<file path="src/rtl/quad_cmd_pkg.sv">
// Shared opcodes and frame-assembly state for the host command link.
package quad_cmd_pkg;

    localparam logic [7:0] SET_PTCH  = 8'h02;
    localparam logic [7:0] SET_ROLL  = 8'h03;
    localparam logic [7:0] SET_YAW   = 8'h04;
    localparam logic [7:0] SET_THRST = 8'h05;
    localparam logic [7:0] CALIBRATE = 8'h06;
    localparam logic [7:0] EMER_LAND = 8'h07;
    localparam logic [7:0] MTRS_OFF  = 8'h08;
    localparam logic [7:0] ACK       = 8'hA5;

    typedef enum logic [1:0] {
        IDLE    = 2'd0,
        GOT_CMD = 2'd1,
        GOT_HI  = 2'd2
    } frame_state_e;

endpackage

</file>
<file path="src/rtl/uart_byte_xcvr.sv">
// Bit-level 8N1 receiver and transmitter; rx and tx share only the clock and reset.
module uart_byte_xcvr
    import quad_cmd_pkg::*;
#(
    parameter int BAUD_DIV = 2604
) (
    input  logic       clk,
    input  logic       rst_n,
    input  logic       rx,
    output logic       tx,
    output logic [7:0] rx_byte,
    output logic       rx_rdy,
    output logic       rx_ferr,
    input  logic [7:0] tx_byte,
    input  logic       tx_start,
    output logic       tx_busy,
    output logic       tx_done
);

    localparam int CW = $clog2(BAUD_DIV);
    localparam logic [CW-1:0] BIT_LOAD  = CW'(BAUD_DIV - 1);
    localparam logic [CW-1:0] HALF_LOAD = CW'(BAUD_DIV / 2 - 1);

    typedef enum logic [1:0] {RX_IDLE, RX_START, RX_DATA, RX_STOP} rx_state_e;

    rx_state_e     rx_state_q;
    logic          rx_meta_q, rx_sync_q, rx_prev_q;
    logic [CW-1:0] rx_cnt_q;
    logic [2:0]    rx_bit_q;
    logic [7:0]    rx_sh_q;
    logic          rx_rdy_q, rx_ferr_q;

    always_ff @(posedge clk) begin
        if (!rst_n) begin
            rx_meta_q  <= 1'b1;
            rx_sync_q  <= 1'b1;
            rx_prev_q  <= 1'b1;
            rx_state_q <= RX_IDLE;
            rx_cnt_q   <= '0;
            rx_bit_q   <= '0;
            rx_sh_q    <= '0;
            rx_rdy_q   <= 1'b0;
            rx_ferr_q  <= 1'b0;
        end else begin
            rx_meta_q <= rx;
            rx_sync_q <= rx_meta_q;
            rx_prev_q <= rx_sync_q;
            rx_rdy_q  <= 1'b0;
            rx_ferr_q <= 1'b0;
            case (rx_state_q)
                RX_IDLE: begin
                    if (rx_prev_q && !rx_sync_q) begin
                        rx_state_q <= RX_START;
                        rx_cnt_q   <= HALF_LOAD;
                    end
                end
                RX_START: begin
                    if (rx_cnt_q != '0) begin
                        rx_cnt_q <= rx_cnt_q - 1'b1;
                    end else if (rx_sync_q) begin
                        // line went back high by mid start bit: glitch, not a start
                        rx_state_q <= RX_IDLE;
                    end else begin
                        rx_state_q <= RX_DATA;
                        rx_cnt_q   <= BIT_LOAD;
                        rx_bit_q   <= '0;
                    end
                end
                RX_DATA: begin
                    if (rx_cnt_q != '0) begin
                        rx_cnt_q <= rx_cnt_q - 1'b1;
                    end else begin
                        rx_sh_q  <= {rx_sync_q, rx_sh_q[7:1]};
                        rx_cnt_q <= BIT_LOAD;
                        rx_bit_q <= rx_bit_q + 3'd1;
                        if (rx_bit_q == 3'd7) begin
                            rx_state_q <= RX_STOP;
                        end
                    end
                end
                RX_STOP: begin
                    if (rx_cnt_q != '0) begin
                        rx_cnt_q <= rx_cnt_q - 1'b1;
                    end else begin
                        rx_state_q <= RX_IDLE;
                        if (rx_sync_q) begin
                            rx_rdy_q <= 1'b1;
                        end else begin
                            rx_ferr_q <= 1'b1;
                        end
                    end
                end
                default: rx_state_q <= RX_IDLE;
            endcase
        end
    end

    assign rx_byte = rx_sh_q;
    assign rx_rdy  = rx_rdy_q;
    assign rx_ferr = rx_ferr_q;

    logic          tx_q, tx_busy_q;
    logic [8:0]    tx_sh_q;
    logic [3:0]    tx_nbits_q;
    logic [CW-1:0] tx_cnt_q;

    always_ff @(posedge clk) begin
        if (!rst_n) begin
            tx_q       <= 1'b1;
            tx_busy_q  <= 1'b0;
            tx_sh_q    <= '0;
            tx_nbits_q <= '0;
            tx_cnt_q   <= '0;
        end else if (!tx_busy_q) begin
            if (tx_start) begin
                tx_q       <= 1'b0;
                tx_sh_q    <= {1'b1, tx_byte};
                tx_nbits_q <= 4'd9;
                tx_cnt_q   <= BIT_LOAD;
                tx_busy_q  <= 1'b1;
            end
        end else if (tx_cnt_q == '0) begin
            if (tx_nbits_q == '0) begin
                tx_busy_q <= 1'b0;
            end else begin
                tx_q       <= tx_sh_q[0];
                tx_sh_q    <= {1'b0, tx_sh_q[8:1]};
                tx_nbits_q <= tx_nbits_q - 4'd1;
                tx_cnt_q   <= BIT_LOAD;
            end
        end else begin
            tx_cnt_q <= tx_cnt_q - 1'b1;
        end
    end

    assign tx      = tx_q;
    assign tx_busy = tx_busy_q;
    // true during the last cycle of the stop bit
    assign tx_done = tx_busy_q && (tx_cnt_q == '0) && (tx_nbits_q == '0);

endmodule

</file>
<file path="src/rtl/uart_cmd_if.sv">
// Host command link: assembles {cmd, data_hi, data_lo} frames from UART and sends one-byte responses.
module uart_cmd_if
    import quad_cmd_pkg::*;
#(
    parameter int BAUD_DIV    = 2604,
    parameter int TIMEOUT_CYC = 131072
) (
    input  logic        clk,
    input  logic        rst_n,
    input  logic        RX,
    output logic        TX,
    output logic [7:0]  cmd,
    output logic [15:0] data,
    output logic        cmd_rdy,
    input  logic        clr_cmd_rdy,
    input  logic [7:0]  resp,
    input  logic        send_resp,
    output logic        resp_sent,
    output logic        frm_err
);

    localparam int TO_W = $clog2(TIMEOUT_CYC);
    localparam logic [TO_W-1:0] TO_LOAD = TO_W'(TIMEOUT_CYC - 1);

    logic [7:0] rx_byte;
    logic       rx_rdy, rx_ferr, tx_busy, tx_done, tx_start;

    assign tx_start = send_resp && !tx_busy;

    uart_byte_xcvr #(.BAUD_DIV(BAUD_DIV)) u_xcvr (
        .clk      (clk),
        .rst_n    (rst_n),
        .rx       (RX),
        .tx       (TX),
        .rx_byte  (rx_byte),
        .rx_rdy   (rx_rdy),
        .rx_ferr  (rx_ferr),
        .tx_byte  (resp),
        .tx_start (tx_start),
        .tx_busy  (tx_busy),
        .tx_done  (tx_done)
    );

    frame_state_e    state_q;
    logic [7:0]      cmd_sh_q, hi_sh_q, cmd_q;
    logic [15:0]     data_q;
    logic            cmd_rdy_q, frm_err_q, resp_sent_q;
    logic [TO_W-1:0] to_cnt_q;
    logic            frame_done;

    assign frame_done = rx_rdy && (state_q == GOT_HI);

    always_ff @(posedge clk) begin
        if (!rst_n) begin
            state_q     <= IDLE;
            cmd_sh_q    <= '0;
            hi_sh_q     <= '0;
            cmd_q       <= '0;
            data_q      <= '0;
            cmd_rdy_q   <= 1'b0;
            frm_err_q   <= 1'b0;
            resp_sent_q <= 1'b0;
            to_cnt_q    <= '0;
        end else begin
            frm_err_q <= 1'b0;
            if (rx_ferr) begin
                state_q   <= IDLE;
                frm_err_q <= 1'b1;
            end else if (rx_rdy) begin
                to_cnt_q <= TO_LOAD;
                case (state_q)
                    IDLE: begin
                        cmd_sh_q  <= rx_byte;
                        cmd_rdy_q <= 1'b0;
                        state_q   <= GOT_CMD;
                    end
                    GOT_CMD: begin
                        hi_sh_q <= rx_byte;
                        state_q <= GOT_HI;
                    end
                    GOT_HI: begin
                        cmd_q     <= cmd_sh_q;
                        data_q    <= {hi_sh_q, rx_byte};
                        cmd_rdy_q <= 1'b1;
                        state_q   <= IDLE;
                    end
                    default: state_q <= IDLE;
                endcase
            end else if (state_q != IDLE) begin
                if (to_cnt_q == '0) begin
                    frm_err_q <= 1'b1;
                    cmd_sh_q  <= '0;
                    hi_sh_q   <= '0;
                    state_q   <= IDLE;
                end else begin
                    to_cnt_q <= to_cnt_q - 1'b1;
                end
            end

            // a completing frame outranks a simultaneous consumer clear
            if (clr_cmd_rdy && !frame_done) begin
                cmd_rdy_q <= 1'b0;
            end

            if (tx_start) begin
                resp_sent_q <= 1'b0;
            end else if (tx_done) begin
                resp_sent_q <= 1'b1;
            end
        end
    end

    assign cmd       = cmd_q;
    assign data      = data_q;
    assign cmd_rdy   = cmd_rdy_q;
    assign frm_err   = frm_err_q;
    assign resp_sent = resp_sent_q;

endmodule

</file>
<file path="config.mk">
export PLATFORM = sky130hd
export DESIGN_NAME = uart_cmd_if
export DESIGN_NICKNAME = d
export VERILOG_FILES = /design/src/rtl/quad_cmd_pkg.sv /design/src/rtl/uart_byte_xcvr.sv /design/src/rtl/uart_cmd_if.sv
export SDC_FILE = /design/constraint.sdc
export NUM_CORES = 1
export LEC_CHECK = 0
export BUFFER_PORTS_ARGS = -buffer_cell sky130_fd_sc_hd__buf_2
export CAP_MARGIN = 15
export CORE_MARGIN = 3
export CORE_UTILIZATION = 40
export DETAILED_ROUTE_END_ITERATION = 10
export GPL_TIMING_DRIVEN = 0
export PLACE_DENSITY = 0.69
export SYNTH_ARGS = -nofsm -noshare
export SYNTH_HDL_FRONTEND = slang
export SYNTH_SLANG_ARGS = --single-unit
export TNS_END_PERCENT = 30
</file>
<file path="constraint.sdc">
create_clock -name clk -period 2 [get_ports clk]
set_input_delay 0.1 -clock clk [delete_from_list [all_inputs] [get_ports clk]]
set_output_delay 0.1 -clock clk [all_outputs]
set_load 0.03 [all_outputs]
</file>
### After elaboration in Yosys (flattened, before gate mapping)

Cells that the tools add are included.

| word-level totals | value |
|---|---|
| output and inout port bits | 28 |
| logic and storage cells | 146 |
| flip-flop bits (word level) | 119 |
| input port bits | 13 |

| cells by class | value |
|---|---|
| bitwise logic cells | 4 |
| equal/unequal tests | 20 |
| multiplexer cells | 57 |
| add/subtract/negate cells | 5 |
| reduce and logical (&&, ||, !) cells | 37 |

Operators by type and width:

| cell | number |
|---|---|
| $mux W12 | 9 |
| $mux W17 | 3 |
| $mux W8 | 6 |
| $pmux W12 S4 | 1 |
| $mux W9 | 4 |
| $sub A12 B1 Y12 const B | 2 |
| $mux W2 | 9 |
| $logic_not A17 Y1 | 1 |
| $sub A17 B1 Y17 const B | 1 |
| $mux W4 | 4 |
| $ne A2 B2 Y1 const B | 8 |
| $reduce_and A3 Y1 | 5 |
| $mux W1 | 14 |
| $logic_not A12 Y1 | 1 |
| $reduce_and A4 Y1 | 3 |
| $reduce_bool A12 Y1 | 1 |
| $reduce_bool A2 Y1 | 6 |
| $mux W3 | 3 |
| $ne A2 B1 Y1 const B | 4 |
| $pmux W2 S4 | 1 |
| $eq A2 B2 Y1 const B | 3 |
| $logic_and A1 B1 Y1 | 6 |
| $ne A3 B3 Y1 const B | 2 |
| $pmux W3 S2 | 1 |
| 14 further kinds | 25 |

### Depth between registers and ports, before layout

| logic depth | value |
|---|---|
| depth in word-level cells | 5 |
| mapped depth | 9 |
| depth with buffers taken out | 7 |

### Hierarchy

Synthesis repeated with hierarchy kept, for this count alone.

| second synthesis, totals | value |
|---|---|
| cells, all modules | 672 |
| area, all modules | 5,699.2 µm² |

By module, submodules not included:

| module | area each (µm²) | times used | seq. area each (µm²) | cells an instance |
|---|---|---|---|---|
| uart_byte_xcvr | 2,917.8 | 1 | 1,141.1 | 339 |
| uart_cmd_if | 2,781.4 | 1 | 1,241.2 | 333 |

### Worst setup path before layout

OpenSTA, ideal clock, no wires.

| timing path | value |
|---|---|
| path type | register to register |
| start point | register u_xcvr.tx_cnt_q[6] |
| end point | register u_xcvr.tx_nbits_q[1] |
| data arrival time | 2.005 ns |
| period minus slack after synthesis | 2.070 ns |
| library setup time | 0.065 ns |
| stages on the path, launching flop included | 6 |
| buffers on the path | 0 |
| data required time | 1.935 ns |
| setup slack | -0.070 ns |
| cell sequence | dfxtp_1 -> or4_4 -> or4_4 -> nor2_1 -> mux2_2 -> nor2_1 |

| between the ends | value |
|---|---|
| cells in the longest elaborated chain, start to end | 3 |

RTL lines:

| what | RTL line | source |
|---|---|---|
| start, declared | uart_byte_xcvr.sv:105 | `logic [CW-1:0] tx_cnt_q;` |
| start signal, assigned | uart_byte_xcvr.sv:132 | `tx_cnt_q <= tx_cnt_q - 1'b1;` |
| $logic_not A12 Y1 | uart_byte_xcvr.sv:122 | `end else if (tx_cnt_q == '0) begin` |
| $ne A2 B2 Y1 (no source line) | - |  |
| $reduce_and A3 Y1 (no source line) | - |  |
| end signal, assigned | uart_byte_xcvr.sv:128 | `tx_nbits_q <= tx_nbits_q - 4'd1;` |
| end, declared | uart_byte_xcvr.sv:104 | `logic [3:0] tx_nbits_q;` |

Every way passes these cells.
A chain may end at the register's enable or synchronous reset.

### Worst setup path in the final report

| timing path | value |
|---|---|
| start point | register u_xcvr.tx_cnt_q[9] |
| end point | register u_xcvr.tx_sh_q[1] |

| between the ends | value |
|---|---|
| cells in the longest elaborated chain, start to end | 3 |

RTL lines:

| what | RTL line | source |
|---|---|---|
| $logic_not A12 Y1 | uart_byte_xcvr.sv:122 |  |
| $ne A2 B2 Y1 (no source line) | - |  |
| $reduce_and A3 Y1 (no source line) | - |  |
| end signal, assigned | uart_byte_xcvr.sv:117 | `tx_sh_q <= {1'b1, tx_byte};` |
| end signal, assigned | uart_byte_xcvr.sv:127 | `tx_sh_q <= {1'b0, tx_sh_q[8:1]};` |
| end, declared | uart_byte_xcvr.sv:103 | `logic [8:0] tx_sh_q;` |

Every way passes these cells.

==> metrics.md <==
| Metric | Value |
|---|---|
| Crit path top cell by count | or4_4 |
| Slew of the pin with the lowest slew margin | 0.862 ns |
| Mean post-synth cell area | 8.37 um^2 |
| Total gr overflow | 0 |
| Number of library cell types mapped by synthesis | 64 |
| Iter 0 DRT Violations | 539 |
| Latest clock arrival within the worst-skew pair | 0.42 ns |
| Fin util | 53.9% |
| Seq cells post-synth | 119 |
| Area of the multi-input gates | 3250 um^2 |
| Worst-path cell chain | or4_4, or4_4, buf_12, o21ai_4, nor2_1, a211oi_1 |
| Slowest cell on crit path | or4_4 |
| Die Wd | 123 um |
| Placed wire-length estimate | 9420 um |
| Reg area | 2390 um^2 |
| Worst clock skew | 0.00764 ns |
| Max transition margin | 42.0% |
| R2r setup slk | -0.13 ns |
| DRT antenna net count | 0 |
| Die extent in y | 123 um |
| Post-route clock period utilization | 107% |
| Top cell type's share of synthesized area | 43.7% |
| Final Cell Area | 7160 um^2 |
| DRC | 0 |
| Sinks on Clock Net | 119 |
| Worst vdd ir | 0.719 mV |
| Initial antenna violation count | 0 |
| CP max FO | 6 |
| Clock buffer depth | 2 |
| Core area | 13300 um^2 |
| Antenna diodes | 0 |
| Crit path to | u_xcvr.tx_sh_q[1] |
| Worst r2r dst | u_xcvr.tx_sh_q[1] |
| Area delta synth->final | 31.5% |
| Largest net degree at the start of global routing | 17 |
| Grt met2 use | 30.1% |
| Initial core utilization | 41.0% |
| Share of layout cells above drive strength 1 | 23.7% |
| CTS tree | done |
| Hold depth | 3 |
| Final Setup Violations | 27 |
| Endpoints failing hold | 0 |
| Mapped Cells | 651 |
| Die Area | 15100 um^2 |
| WS Path Type | flip-flop to flip-flop |
| Drt pass-1 iters | 5 |
| Grt peak-use layer | met2 |
| CP arrival | 2.46 ns |
| First-pass GRT wire length | 23300 um |
| Grt met1 use | 25.9% |
| Minimum clock period | 2.13 ns |
| Pwr dens | 1060 nW/um^2 |
| Hold Startpoint | resp[7] |
| Clock Pin Slew Worst Setup and Hold Paths | 0.06 ns |
| CTS root buf | clkbuf_16 |
| Cell with the most instances after synthesis | dfxtp_1 |
| Boundary Pins | 41 |
| Total GRT Usage | 19.4% |
| FP Rows | 42 |
| Setup ws final | -0.134 ns |
| Top_reg_cell synth | dfxtp_1 |
| EDFF count, synth | 0 |
| M3 GR Usage | 5.35% |
| Post-synth top cells | 119 x dfxtp_1, 97 x nand2_1, 67 x a21oi_1 |
| Pleak | 2.67 nW |
| Critical Path Start Type | flip-flop |
| Vias | 5239 |
| RSZ-0062 raised after global routing | yes |
| Post-DP Area | 5880 um^2 |
| Failing checks | setup timing |
| Slew Limit Fails | 0 |
| Largest cells by area after synthesis | dfxtp_1 44%, nand2_1 6.7%, a21oi_1 6.2% |
| Yosys warnings | 0 |
| Crit-path max cell delay | 0.53 ns |
| Max Clk Rate | 0.469 GHz |
| Wire per inst | 16.1 um |
| CP endpoint kind | flip-flop |
| Outcome | finished with violations |
| GP Congestion | 0.874 |
| Synth Cell Area | 5450 um^2 |
| Final TNS setup | -2.21 ns |
| Area leader, netlist | dfxtp_1 |
| Crit. Startpoint | u_xcvr.tx_cnt_q[9] |
| Vias per cell | 5.69 |
| Worst Hold Class | primary input to flip-flop |
| CTS buffer count | 17 |
| R2R cell count | 6 |
| # H-tree levels | 4 |
| Req. time, crit path | 2.33 ns |
| I/O Buffers | 39 |
| Sequential area share after synthesis | 43.7% |
| FFs w/ async S/R, synth | 0% |
| Vias in the first global route | 4859 |
| Final net count | 758 |
| Total Wirelength | 14900 um |
| Max-cap viol count | 0 |
| Reg2reg start | u_xcvr.tx_cnt_q[9] |
| Syn_nets | 678 |
| Filler Cells Inserted | 1178 |
[placed cells by master (no fill, tap or decap), types with 10 or more instances in the layout]
cell       instances
clkbuf_1          26
a211oi_1          10
inv_1             17
clkbuf_16         18
buf_2             40
nor2_1            43
nand3_1           19
nand2_1           96
o21ai_1           12
nor3_1            16
buf_4             22
o21ai_0           15
ha_1              11
dfxtp_1          112
a21oi_1           62
[sequential cells by signal, summed over array words and instances (netlist names), 2 cells and up, named ones only]
name	cells
cmd	8
cmd_sh_q	8
data	16
hi_sh_q	8
state_q	2
to_cnt_q	17
u_xcvr.rx_bit_q	3
u_xcvr.rx_byte	8
u_xcvr.rx_cnt_q	12
u_xcvr.tx_cnt_q	12
u_xcvr.tx_nbits_q	4
u_xcvr.tx_sh_q	9
[worst min path at each step]
stage	slack (ns)	endpoint
finish	0.03	u_xcvr.tx_sh_q[7]
floorplan	0.20	u_xcvr.rx_meta_q
global route	0.04	u_xcvr.tx_sh_q[6]
global placement	0.28	u_xcvr.rx_meta_q
CTS	0.02	u_xcvr.tx_sh_q[6]
detailed placement	0.29	u_xcvr.rx_meta_q
[repair_timing]
item	4_1_cts	5_1_grt
buffers inserted	15	7
gates resized for setup	43	75
hold endpoints to repair	2	0
hold buffers	2	0
cloned	1	3
endpoints found under the setup margin	101	96
pin swaps	7	21
[cell families (layout without fill, tap and decap cells)]
family	count (synthesis)	after routing	synth area share (%)
and+or+nand+nor	253	253	22.7
AOI/OAI and AO/OA	183	184	22.0
DFF	119	119	43.7
buffers and inverters	59	151	4.38
adders and majority gates	14	14	3.21
xor gates and xnor gates	13	13	2.09
muxes	10	10	1.86
[power breakdown]
part,total (mW),leakage (nW),internal (mW),switching [mW]
Combinational,1.70,1.40,0.755,0.948
Sequential,2.58,0.969,2.48,0.107
Clock,3.29,0.305,2.23,1.06
Total,7.58,2.67,5.47,2.11
[critical path, delay by kind of cell (launching register included)]
family,cells,cell delay [ns]
and+or+nand+nor,3,1.10
DFF,1,0.32
AOI/OAI and AO/OA,2,0.44
buffers and inverters,1,0.18
[through the flow]
step	worst slack (ns)	instances	hold WS, ns	power [mW]
floorplan	-0.0237	651	0.201	3.51
global placement	-0.531	866	0.281	3.73
detailed placement	-0.546	866	0.285	3.77
CTS	-0.133	912	0.0185	7.27
global route	-0.203	920	0.0378	7.88
finish	-0.134	920	0.0254	7.58
[area by class of cell]
class                      count  share of cell area [%]
timing repair buffer          66                    5.94
clock inverter                 9                    2.41
buffer                        31                    2.24
clock buffer                  23                    6.39
inverter                      22                    1.17
tap                          176                    3.07
multi-input combinational    474                    45.4
sequential                   119                    33.4
[layer usage]
metal,share of wire [%],vias to the layer above
met5,0,-
met2,48,172
met3,5.5,19
met4,1.4,0
met1,45,2522
li1,-,2526
(Power assumes the default switching activity.)
